$ cat src/rtl/matmul_pkg.sv
// -----------------------------------------------------------------------------
// matmul_pkg
// Shared declarations for the sequential matrix-multiply core:
//   - state_e          : controller FSM states
//   - MODE_*           : bit positions inside the latched mode word
//   - OP_SEL_*         : operand select encoding (A or B)
//   - clog2()          : elaboration-time ceiling log2 for index widths
// -----------------------------------------------------------------------------
package matmul_pkg;

   typedef enum logic [1:0] {
      ST_IDLE = 2'd0,
      ST_MAC  = 2'd1,
      ST_WB   = 2'd2,
      ST_DONE = 2'd3
   } state_e;

   localparam int MODE_SIGNED_BIT = 0;
   localparam int MODE_ACC_BIT    = 1;
   localparam int MODE_WIDTH      = 2;

   localparam logic OP_SEL_A = 1'b0;
   localparam logic OP_SEL_B = 1'b1;

   function automatic int clog2(input int value);
      int result;
      int v;
      result = 0;
      v      = value - 1;
      while (v > 0) begin
         result = result + 1;
         v      = v >> 1;
      end
      return result;
   endfunction

endpackage

$ cat src/rtl/matmul_seq_core_if.sv
// -----------------------------------------------------------------------------
// matmul_seq_core_if
// Load / start / read port bundle between the register-file layer (master)
// and matmul_seq_core (slave).
//   start_i, dim_*_i, signed_i, acc_i : job request and its parameters
//   op_we_i, op_sel_i, op_row/col_i, op_data_i : operand element write
//   res_row/col_i -> res_data_o, res_ovf_o      : registered result read
//   busy_o, done_o, err_o                       : status
// -----------------------------------------------------------------------------
interface matmul_seq_core_if #(
   parameter int DATA_WIDTH = 8,
   parameter int IDX_WIDTH  = 2,
   parameter int RES_WIDTH  = 32
);

   logic                  start_i;
   logic [IDX_WIDTH-1:0]  dim_n_i;
   logic [IDX_WIDTH-1:0]  dim_k_i;
   logic [IDX_WIDTH-1:0]  dim_m_i;
   logic                  signed_i;
   logic                  acc_i;
   logic                  op_we_i;
   logic                  op_sel_i;
   logic [IDX_WIDTH-1:0]  op_row_i;
   logic [IDX_WIDTH-1:0]  op_col_i;
   logic [DATA_WIDTH-1:0] op_data_i;
   logic [IDX_WIDTH-1:0]  res_row_i;
   logic [IDX_WIDTH-1:0]  res_col_i;
   logic [RES_WIDTH-1:0]  res_data_o;
   logic                  res_ovf_o;
   logic                  busy_o;
   logic                  done_o;
   logic                  err_o;

   modport master (
      output start_i, dim_n_i, dim_k_i, dim_m_i, signed_i, acc_i,
             op_we_i, op_sel_i, op_row_i, op_col_i, op_data_i,
             res_row_i, res_col_i,
      input  res_data_o, res_ovf_o, busy_o, done_o, err_o
   );

   modport slave (
      input  start_i, dim_n_i, dim_k_i, dim_m_i, signed_i, acc_i,
             op_we_i, op_sel_i, op_row_i, op_col_i, op_data_i,
             res_row_i, res_col_i,
      output res_data_o, res_ovf_o, busy_o, done_o, err_o
   );

endinterface

$ cat src/rtl/matmul_mac.sv
// -----------------------------------------------------------------------------
// matmul_mac
// Combinational multiply-accumulate step: sum_o = acc_i + a_i * b_i.
//   signed_i : 1 = operands, accumulator and result are two's complement
//   a_i, b_i : operand elements (DATA_WIDTH)
//   acc_i    : running accumulator (RES_WIDTH), ovf_i its sticky flag
//   sum_o    : new accumulator, wrapped modulo 2^RES_WIDTH
//   ovf_o    : ovf_i OR this step left the RES_WIDTH signed/unsigned range
// -----------------------------------------------------------------------------
module matmul_mac
   import matmul_pkg::*;
#(
   parameter int DATA_WIDTH = 8,
   parameter int RES_WIDTH  = 32
) (
   input  logic                  signed_i,
   input  logic [DATA_WIDTH-1:0] a_i,
   input  logic [DATA_WIDTH-1:0] b_i,
   input  logic [RES_WIDTH-1:0]  acc_i,
   input  logic                  ovf_i,
   output logic [RES_WIDTH-1:0]  sum_o,
   output logic                  ovf_o
);

   localparam int PROD_WIDTH = 2 * DATA_WIDTH;
   localparam int EXT_WIDTH  = RES_WIDTH + 1;

   logic [PROD_WIDTH-1:0] prod_s;
   logic [PROD_WIDTH-1:0] prod_u;
   logic [PROD_WIDTH-1:0] prod;
   logic [EXT_WIDTH-1:0]  prod_ext;
   logic [EXT_WIDTH-1:0]  acc_ext;
   logic [EXT_WIDTH-1:0]  sum_ext;
   logic                  range_err;

   // NOTE: every signal in this block is assigned on every path, so no
   // latch can be inferred; keep it that way when adding modes.
   always_comb begin
      // The low 2*DATA_WIDTH bits of a product of pre-extended operands are
      // exact for both signed and unsigned interpretations.
      prod_s = {{DATA_WIDTH{a_i[DATA_WIDTH-1]}}, a_i} *
               {{DATA_WIDTH{b_i[DATA_WIDTH-1]}}, b_i};
      prod_u = {{DATA_WIDTH{1'b0}}, a_i} * {{DATA_WIDTH{1'b0}}, b_i};
      prod   = signed_i ? prod_s : prod_u;

      prod_ext = signed_i ? {{(EXT_WIDTH-PROD_WIDTH){prod[PROD_WIDTH-1]}}, prod}
                          : {{(EXT_WIDTH-PROD_WIDTH){1'b0}}, prod};
      acc_ext  = signed_i ? {acc_i[RES_WIDTH-1], acc_i} : {1'b0, acc_i};
      sum_ext  = acc_ext + prod_ext;

      // One guard bit holds the exact sum: signed overflow shows as the two
      // top bits disagreeing, unsigned overflow as a carry into the guard.
      range_err = signed_i ? (sum_ext[RES_WIDTH] ^ sum_ext[RES_WIDTH-1])
                           : sum_ext[RES_WIDTH];

      sum_o = sum_ext[RES_WIDTH-1:0];
      ovf_o = ovf_i | range_err;
   end

endmodule

$ cat src/rtl/matmul_seq_core.sv
// -----------------------------------------------------------------------------
// matmul_seq_core
// Sequential C = A*B or C = C + A*B with run-time dimensions up to MAX_DIM,
// one MAC per cycle, per-element sticky overflow flags.
//   clk_i, rst_i : clock (rising edge), asynchronous active-high reset
//   bus (slave)  : operand writes, job start, result reads, status
// Each result element takes K MAC cycles plus one write-back cycle, so a job
// keeps busy_o high for N*M*(K+1) cycles, followed by a one-cycle done_o.
// -----------------------------------------------------------------------------
module matmul_seq_core
   import matmul_pkg::*;
#(
   parameter int DATA_WIDTH = 8,
   parameter int MAX_DIM    = 4,
   parameter int RES_WIDTH  = 32
) (
   input  logic              clk_i,
   input  logic              rst_i,
   matmul_seq_core_if.slave  bus
);

   localparam int IDX_WIDTH = clog2(MAX_DIM);

   typedef logic [IDX_WIDTH-1:0] idx_t;

   state_e                 state_q;
   idx_t                   n_q, k_q, m_q;
   idx_t                   i_q, j_q, kk_q;
   logic [MODE_WIDTH-1:0]  mode_q;
   logic [RES_WIDTH-1:0]   acc_q;
   logic                   ovf_q;
   logic                   busy_q, done_q, err_q;
   logic [RES_WIDTH-1:0]   res_data_q;
   logic                   res_ovf_q;

   logic [DATA_WIDTH-1:0]  a_mem    [MAX_DIM][MAX_DIM];
   logic [DATA_WIDTH-1:0]  b_mem    [MAX_DIM][MAX_DIM];
   logic [RES_WIDTH-1:0]   c_mem    [MAX_DIM][MAX_DIM];
   logic                   flag_mem [MAX_DIM][MAX_DIM];

   logic                   is_busy;
   logic                   op_accept;
   idx_t                   i_next, j_next;
   logic                   last_elem;
   logic [RES_WIDTH-1:0]   mac_sum;
   logic                   mac_ovf;

   assign is_busy   = (state_q == ST_MAC) || (state_q == ST_WB);
   assign op_accept = bus.op_we_i && !is_busy;

   // Row-major walk over the N x M result window.
   always_comb begin
      i_next    = i_q;
      j_next    = j_q + 1'b1;
      if (j_q == m_q) begin
         j_next = '0;
         i_next = i_q + 1'b1;
      end
      last_elem = (i_q == n_q) && (j_q == m_q);
   end

   matmul_mac #(
      .DATA_WIDTH (DATA_WIDTH),
      .RES_WIDTH  (RES_WIDTH)
   ) u_mac (
      .signed_i (mode_q[MODE_SIGNED_BIT]),
      .a_i      (a_mem[i_q][kk_q]),
      .b_i      (b_mem[kk_q][j_q]),
      .acc_i    (acc_q),
      .ovf_i    (ovf_q),
      .sum_o    (mac_sum),
      .ovf_o    (mac_ovf)
   );

   // Operand store. A write in the same cycle as an accepted start lands on
   // that edge, and the first MAC read happens one cycle later.
   always_ff @(posedge clk_i or posedge rst_i) begin
      if (rst_i) begin
         // NOTE: the arrays are cleared on reset because a reset must leave
         // every element reading 0; this keeps them as flops, not RAM.
         for (int r = 0; r < MAX_DIM; r++) begin
            for (int c = 0; c < MAX_DIM; c++) begin
               a_mem[r][c] <= '0;
               b_mem[r][c] <= '0;
            end
         end
      end else if (op_accept) begin
         if (bus.op_sel_i == OP_SEL_B) begin
            b_mem[bus.op_row_i][bus.op_col_i] <= bus.op_data_i;
         end else begin
            a_mem[bus.op_row_i][bus.op_col_i] <= bus.op_data_i;
         end
      end
   end

   // Controller: counters, accumulator, result store and status outputs.
   // NOTE: state is updated with non-blocking assignments so every read in
   // this block sees the pre-edge value, regardless of statement order.
   always_ff @(posedge clk_i or posedge rst_i) begin
      if (rst_i) begin
         state_q <= ST_IDLE;
         n_q     <= '0;
         k_q     <= '0;
         m_q     <= '0;
         i_q     <= '0;
         j_q     <= '0;
         kk_q    <= '0;
         mode_q  <= '0;
         acc_q   <= '0;
         ovf_q   <= 1'b0;
         busy_q  <= 1'b0;
         done_q  <= 1'b0;
         err_q   <= 1'b0;
         for (int r = 0; r < MAX_DIM; r++) begin
            for (int c = 0; c < MAX_DIM; c++) begin
               c_mem[r][c]    <= '0;
               flag_mem[r][c] <= 1'b0;
            end
         end
      end else begin
         done_q <= 1'b0;
         err_q  <= (bus.start_i && (state_q != ST_IDLE)) ||
                   (bus.op_we_i && is_busy);

         case (state_q)
            ST_IDLE: begin
               if (bus.start_i) begin
                  n_q                     <= bus.dim_n_i;
                  k_q                     <= bus.dim_k_i;
                  m_q                     <= bus.dim_m_i;
                  mode_q[MODE_SIGNED_BIT] <= bus.signed_i;
                  mode_q[MODE_ACC_BIT]    <= bus.acc_i;
                  i_q                     <= '0;
                  j_q                     <= '0;
                  kk_q                    <= '0;
                  acc_q                   <= bus.acc_i ? c_mem[0][0] : '0;
                  ovf_q                   <= bus.acc_i & flag_mem[0][0];
                  busy_q                  <= 1'b1;
                  state_q                 <= ST_MAC;
               end
            end

            ST_MAC: begin
               acc_q <= mac_sum;
               ovf_q <= mac_ovf;
               if (kk_q == k_q) begin
                  kk_q    <= '0;
                  state_q <= ST_WB;
               end else begin
                  kk_q <= kk_q + 1'b1;
               end
            end

            ST_WB: begin
               c_mem[i_q][j_q]    <= acc_q;
               flag_mem[i_q][j_q] <= ovf_q;
               if (last_elem) begin
                  busy_q  <= 1'b0;
                  done_q  <= 1'b1;
                  state_q <= ST_DONE;
               end else begin
                  // The next element differs from the one being written, so
                  // its preload reads a stable pre-edge value.
                  i_q     <= i_next;
                  j_q     <= j_next;
                  acc_q   <= mode_q[MODE_ACC_BIT] ? c_mem[i_next][j_next] : '0;
                  ovf_q   <= mode_q[MODE_ACC_BIT] & flag_mem[i_next][j_next];
                  state_q <= ST_MAC;
               end
            end

            ST_DONE: state_q <= ST_IDLE;

            default: state_q <= ST_IDLE;
         endcase
      end
   end

   // Result read port: one cycle of latency, allowed at any time.
   always_ff @(posedge clk_i or posedge rst_i) begin
      if (rst_i) begin
         res_data_q <= '0;
         res_ovf_q  <= 1'b0;
      end else begin
         res_data_q <= c_mem[bus.res_row_i][bus.res_col_i];
         res_ovf_q  <= flag_mem[bus.res_row_i][bus.res_col_i];
      end
   end

   assign bus.res_data_o = res_data_q;
   assign bus.res_ovf_o  = res_ovf_q;
   assign bus.busy_o     = busy_q;
   assign bus.done_o     = done_q;
   assign bus.err_o      = err_q;

endmodule

$ cat src/flat_wrapper.sv
// flat-port wrapper written by rule: the top's interface ports become plain ports
module matmul_seq_core_flat import matmul_pkg::*;
#(
   parameter int DATA_WIDTH = 8,
   parameter int MAX_DIM    = 4,
   parameter int RES_WIDTH  = 32
)
  (clk_i, rst_i, bus_start_i, bus_dim_n_i, bus_dim_k_i, bus_dim_m_i, bus_signed_i, bus_acc_i, bus_op_we_i, bus_op_sel_i, bus_op_row_i, bus_op_col_i, bus_op_data_i, bus_res_row_i, bus_res_col_i, bus_res_data_o, bus_res_ovf_o, bus_busy_o, bus_done_o, bus_err_o);
  matmul_seq_core_if #(.DATA_WIDTH(DATA_WIDTH), .IDX_WIDTH((2)), .RES_WIDTH(RES_WIDTH)) bus_i ();
  input  logic clk_i;
  input  logic rst_i;
  input wire logic [$bits(bus_i.start_i)-1:0] bus_start_i;
  input wire logic [$bits(bus_i.dim_n_i)-1:0] bus_dim_n_i;
  input wire logic [$bits(bus_i.dim_k_i)-1:0] bus_dim_k_i;
  input wire logic [$bits(bus_i.dim_m_i)-1:0] bus_dim_m_i;
  input wire logic [$bits(bus_i.signed_i)-1:0] bus_signed_i;
  input wire logic [$bits(bus_i.acc_i)-1:0] bus_acc_i;
  input wire logic [$bits(bus_i.op_we_i)-1:0] bus_op_we_i;
  input wire logic [$bits(bus_i.op_sel_i)-1:0] bus_op_sel_i;
  input wire logic [$bits(bus_i.op_row_i)-1:0] bus_op_row_i;
  input wire logic [$bits(bus_i.op_col_i)-1:0] bus_op_col_i;
  input wire logic [$bits(bus_i.op_data_i)-1:0] bus_op_data_i;
  input wire logic [$bits(bus_i.res_row_i)-1:0] bus_res_row_i;
  input wire logic [$bits(bus_i.res_col_i)-1:0] bus_res_col_i;
  output wire logic [$bits(bus_i.res_data_o)-1:0] bus_res_data_o;
  output wire logic [$bits(bus_i.res_ovf_o)-1:0] bus_res_ovf_o;
  output wire logic [$bits(bus_i.busy_o)-1:0] bus_busy_o;
  output wire logic [$bits(bus_i.done_o)-1:0] bus_done_o;
  output wire logic [$bits(bus_i.err_o)-1:0] bus_err_o;
  assign bus_i.start_i = bus_start_i;
  assign bus_i.dim_n_i = bus_dim_n_i;
  assign bus_i.dim_k_i = bus_dim_k_i;
  assign bus_i.dim_m_i = bus_dim_m_i;
  assign bus_i.signed_i = bus_signed_i;
  assign bus_i.acc_i = bus_acc_i;
  assign bus_i.op_we_i = bus_op_we_i;
  assign bus_i.op_sel_i = bus_op_sel_i;
  assign bus_i.op_row_i = bus_op_row_i;
  assign bus_i.op_col_i = bus_op_col_i;
  assign bus_i.op_data_i = bus_op_data_i;
  assign bus_i.res_row_i = bus_res_row_i;
  assign bus_i.res_col_i = bus_res_col_i;
  assign bus_res_data_o = bus_i.res_data_o;
  assign bus_res_ovf_o = bus_i.res_ovf_o;
  assign bus_busy_o = bus_i.busy_o;
  assign bus_done_o = bus_i.done_o;
  assign bus_err_o = bus_i.err_o;
  matmul_seq_core #(.DATA_WIDTH(DATA_WIDTH), .MAX_DIM(MAX_DIM), .RES_WIDTH(RES_WIDTH)) u_core (.clk_i(clk_i), .rst_i(rst_i), .bus(bus_i));
endmodule
$ cat config.mk
export PLATFORM = sky130hd
export DESIGN_NAME = matmul_seq_core_flat
export DESIGN_NICKNAME = d
export VERILOG_FILES = /design/src/rtl/matmul_pkg.sv /design/src/rtl/matmul_seq_core_if.sv /design/src/rtl/matmul_mac.sv /design/src/rtl/matmul_seq_core.sv /design/src/flat_wrapper.sv
export SDC_FILE = /design/constraint.sdc
export NUM_CORES = 2
export LEC_CHECK = 0
export CORE_ASPECT_RATIO = 0.5
export CORE_MARGIN = 2
export CORE_UTILIZATION = 58
export CTS_CLUSTER_DIAMETER = 40
export DETAILED_ROUTE_END_ITERATION = 12
export PLACE_DENSITY = 0.77
export SYNTH_ARGS = -nofsm -noshare
export SYNTH_HDL_FRONTEND = slang
export SYNTH_SLANG_ARGS = --single-unit
$ cat constraint.sdc
create_clock -name clk_i -period 34.5 [get_ports clk_i]
set_input_delay 10.35 -clock clk_i [delete_from_list [all_inputs] [get_ports clk_i]]
set_output_delay 10.35 -clock clk_i [all_outputs]
set_load 0.05 [all_outputs]
# Word-level counts from Yosys, hierarchy flattened
# Cells that the tools add are included.
# word_totals
ff_bits	869
latch_bits	0
ram_bits	0
mem_bits_ro	0
input_bits	29
output_inout_bits	36
word_cells	228
mem_count	0
# classes
n_addsub	4
multipliers	2
div_mod_pow	0
order_cmp	13
n_eq_ne	10
n_shift	0
muxes	82
bitwise_logic	14
reduce_logical	24
# op_table
operator	count
two-way mux 128 bit	5
binary-select mux 128 bit (select 2 bit)	2
bitwise mux 512 bit	1
two-way mux 32 bit	14
binary-select mux 32 bit (select 2 bit)	4
bitwise mux 128 bit	2
demux 128 bit (select 2 bit)	1
demux 32 bit (select 2 bit)	2
case mux 32 bit (3 select lines)	1
two-way mux 33 bit	2
two-way mux 8 bit	5
adder 33 bit	1
binary-select mux 8 bit (select 2 bit)	2
multiplier 8 x 8 -> 16 bit	2
greater-or-equal comparator 3 bit (second input constant)	9
inverter 2 -> 3 bit	9
two-way mux 4 bit	5
two-way mux 2 bit	9
binary-select mux 4 bit (select 2 bit)	2
bitwise mux 16 bit	1
demux 8 bit (select 2 bit)	1
two-way mux 16 bit	1
less-than comparator 3 x 1 -> 1 bit (second input constant)	4
two-way mux 1 bit	12
25 further kinds	52

# Longest topological paths before layout
# logic_depth
ltp_word	15
mapped_depth	37
depth_no_buf	34

# Cells and area by module
# A second synthesis with hierarchy kept.
# unflattened
cells_unflattened	4152
hier_area_um2	51341.7
# by_module_without_submodules
module	n_inst	cells_per_inst	area_per_inst_um2	seq_area_each_um2
matmul_seq_core	1	3445	45588.7	21745.9
matmul_mac	1	707	5753.0	0.0

# Worst setup path after synthesis
# Ideal clock, no wire load.
# synth_timing
kind	input -> register
start	input port bus_res_row_i[1]
end	register u_core.res_data_q[0], in the netlist u_core.bus.res_data_o[0]
setup_ns	0.138
arrival_ns	12.499
required_time_ns	34.362
slack_ns	21.863
stages	5
n_path_buf	3
path_cell_list	clkbuf_1 buf_1 buf_1 mux4_2 mux4_2
# synth_via
elab_chain_len	7
# synth_lines
element	line	rtl
start, declared	flat_wrapper.sv:23	input wire logic [$bits(bus_i.res_row_i)-1:0] bus_res_row_i;
inverter 2 -> 3 bit (not written as such)	matmul_seq_core.sv:185	res_data_q <= c_mem[bus.res_row_i][bus.res_col_i];
binary-select mux 128 bit (select 2 bit)	matmul_seq_core.sv:185	
two-way mux 128 bit (not written as such) (2 in series)	matmul_seq_core.sv:185	
binary-select mux 32 bit (select 2 bit)	matmul_seq_core.sv:185	
two-way mux 32 bit (not written as such) (2 in series)	matmul_seq_core.sv:185	
end signal, assigned	matmul_seq_core.sv:185	
end, declared	matmul_seq_core.sv:33	logic [RES_WIDTH-1:0] res_data_q;
# No other way between the ends. The select of a mux whose other input is x is not followed.
# A chain may end at the register's enable or synchronous reset.

==> flow_metrics.env <==
export IMPL_final_nets=4214
export IMPL_cts_setup_buffers=0
export IMPL_layout_drive_gt1_share=0.311
export IMPL_fin_total_pwr_mw=4.99
export IMPL_clock_latency_ns=0.70
export IMPL_drt_pass1_iter_count=6
export IMPL_drv_cap=0
export IMPL_area_growth_syn_to_layout_pct=9.20
export IMPL_post_place_ws_ns=20.82
export IMPL_grt_start_max_net_pins=195
export IMPL_synth_top_area_share=0.443
export IMPL_worstPathArrival_ns=13.50
export IMPL_r2r_start="u_core.kk_q[0]"
export IMPL_cts_root_buf="clkbuf_16"
export IMPL_max_slew_margin=0.137
export IMPL_setup_viol=0
export IMPL_setup_ws_ns=21.65
export IMPL_r2r_end="u_core.ovf_q"
export IMPL_syn_area_per_cell_sq_um=12.0
export IMPL_clkTransAtPathRegs_ns=0.06
export IMPL_clock_path_buffers=3
export IMPL_design_die_area_sq_mm=0.0871
export IMPL_synth_area_leader_cell="dfrtp_1"
export IMPL_period_minus_slack_ns=12.85
export IMPL_wl_per_cell_um=25.4
export IMPL_cts_tree="yes"
export IMPL_track_usage=0.305
export IMPL_reg2reg_depth=31
export IMPL_cts_buffers=87
export IMPL_die_w_um=415
export IMPL_crit_path_start="rst_i"
export IMPL_std_cell_rows=75
export IMPL_drc=0
export IMPL_synth_cell_type_count=69
export IMPL_grt_overflow=0
export IMPL_ys_warnings_count=0
export IMPL_status="finished, final reports clean"
export IMPL_path_buf_inv=5
export IMPL_cp_top_family="buffers and inverters"
export IMPL_synth_xor_area_frac=0.0108
export IMPL_p_leak_nw=24.5
export IMPL_postRouteAntennaNets=0
export IMPL_synth_top_flop_cell="dfrtp_1"
export IMPL_max_stage_delay_ns=0.93
export IMPL_synth_top_family_by_area="multiplexers"
export IMPL_min_from="u_core.a_mem[60]"
export IMPL_io_pins=65
export IMPL_start_util=0.586
export IMPL_routed_wl_mm=132
export IMPL_synthCells=4097
export IMPL_clkSinkCount=869
export IMPL_die_y_um=210
export IMPL_synth_commonest_cells="dfrtp_1, mux2_2, nand2_1"
export IMPL_syn_area_sq_mm=0.0491
export IMPL_antenna_found_initial=0
export IMPL_crit_path_frequent_cell="buf_4"
export IMPL_synth_seq_cells=869
export IMPL_maxSlewViolCount=0
export IMPL_fin_area_sq_mm=0.0536
export IMPL_cp_required_ns=35.15
export IMPL_power_density_mw_per_mm2=93.2
export IMPL_vias=34731
export IMPL_cts_resized=0
export IMPL_ys_top_cells_by_area="dfrtp_1, mux2_2, mux4_2"
export IMPL_syn_nets=4314
export IMPL_hold_depth=1
export IMPL_holdBufCountCts=0
export IMPL_finalCritPeriodShare=0.372
export IMPL_synth_compound_area_frac=0.0603
export IMPL_seqCellArea_sq_mm=0.0217
export IMPL_crit_fanout=194
export IMPL_dp_hpwl_mm=75.2
export IMPL_grt_pass1_wl_mm=206
export IMPL_synthMuxAreaShare=0.288
export IMPL_yosys_cell_count_top_type="dfrtp_1"
export IMPL_path_class="input port to async pin"
export IMPL_async_flop_share=1.00
export IMPL_max_freq_mhz=77.8
export IMPL_n_antenna_cell=0
export IMPL_peakVddDrop_mv=0.0818
export IMPL_end_kind="async pin"
export IMPL_hold_path_class="flop to flop"
export IMPL_crit_slowest_cell="buf_4"
export IMPL_drt_iter0_drc=3956
export IMPL_via_per_inst=6.70
export IMPL_clock_skew_ns=0.0381
export IMPL_fin_setup_tns_ns=0
export IMPL_htreeDepth=3
export IMPL_timing_hold_violations_final=0
export IMPL_ys_seq_area_frac=0.443
export IMPL_rsz0062_at_grt="no"
export IMPL_worst_setup_path_start_kind="input port"
export IMPL_yosys_area_share_simple=0.0955
export IMPL_synth_fa_ha_area_frac=0.0611
export IMPL_port_buffers=64
export IMPL_place_area_sq_mm=0.0505
export IMPL_coreArea_sq_mm=0.0838
export IMPL_hold_end="u_core.a_mem[60]"
export IMPL_final_core_util=0.639
export IMPL_crit_path_cell_trace="clkdlybuf4s50_1, clkinvlp_4, buf_12, buf_4, buf_4"
export IMPL_n_fill_cell=6050
export IMPL_worst_slew_pin_slew_ns=1.29
export IMPL_first_global_vias=35722
export IMPL_multi_input_area_sq_mm=0.0255
export IMPL_globalplace_congestion=0.845
export IMPL_r2r_setup_slack_ns=24.05
export IMPL_synth_edff_count=0
-- metal layers --
metal / up-vias / track usage / part of all wire
li1: 14621 / - / -
met1: 17975 / 0.418 / 0.40
met2: 1778 / 0.484 / 0.47
met3: 357 / 0.0649 / 0.095
met4: 0 / 0.118 / 0.037
met5: - / 0 / 0
-- registers in the layout, summed over array words and instances (netlist names), 16 cells and up --
name,flops
u_core.acc_q,32
u_core.c_mem,512
u_core.flag_mem,16
u_core.bus.res_data_o,32
u_core.a_mem,128
u_core.b_mem,128
-- how the worst max path moves through the flow --
stage	to	slack (ns)	depth (start not counted)
after floorplan	u_core.a_mem[0]	12.20	1
after global placement	u_core.bus.res_data_o[6]	20.92	5
after detailed placement	u_core.bus.res_data_o[6]	20.82	5
after CTS	u_core.c_mem[422]	21.57	5
after global routing	u_core.c_mem[390]	21.18	5
final	u_core.c_mem[6]	21.65	5
-- per-stage QoR --
step                cells  hold WS [ns]
floorplan            4097         0.458
global placement     5024         0.482
detailed placement   5024         0.487
CTS                  5187         0.501
global route         5187         0.505
finish               5187         0.498
-- logic make-up (layout without fill, tap and decap cells) --
logic type	Yosys count	count (layout)
adders and majority gates	188	188
muxes	1010	1010
AOI/OAI and AO/OA	408	408
and+or+nand+nor	1060	1060
DFF	869	869
buffers and inverters	503	477
xor gates and xnor gates	59	59
-- cells in the final DEF, fill, tap and decap left out, types with 18 or more instances in the layout --
cell,synthesis,routed
nor2_1,97,96
mux4_2,246,246
o21ai_0,65,65
xnor2_1,35,35
ha_1,102,101
a311oi_1,122,122
fa_1,86,86
dfrtp_1,869,866
clkdlybuf4s50_1,0,60
xor2_1,23,23
nor3_1,19,18
buf_4,8,50
clkbuf_16,0,90
o32ai_1,20,20
inv_1,194,193
and2_1,51,50
nand2_1,601,600
nand3_1,166,150
a21oi_1,67,67
and3_1,69,69
a221oi_1,28,28
clkbuf_8,0,19
mux2_2,763,763
-- cell type report --
| type | instances | area share |
|---|---|---|
| inverters | 196 | 0.0138 |
| clock inverters | 48 | 0.0111 |
| flip-flops and latches | 869 | 0.406 |
| well taps | 1116 | 0.0261 |
| multi-input cells | 2725 | 0.475 |
| repair buffers | 118 | 0.0206 |
| clock buffers | 115 | 0.0471 |
-- power by group --
group          total, mW  internal, mW  switching, mW
Sequential          1.53          1.28          0.254
Clock               1.03         0.586          0.440
Combinational       2.44         0.962           1.47
Power figures use the tool's default switching activity.
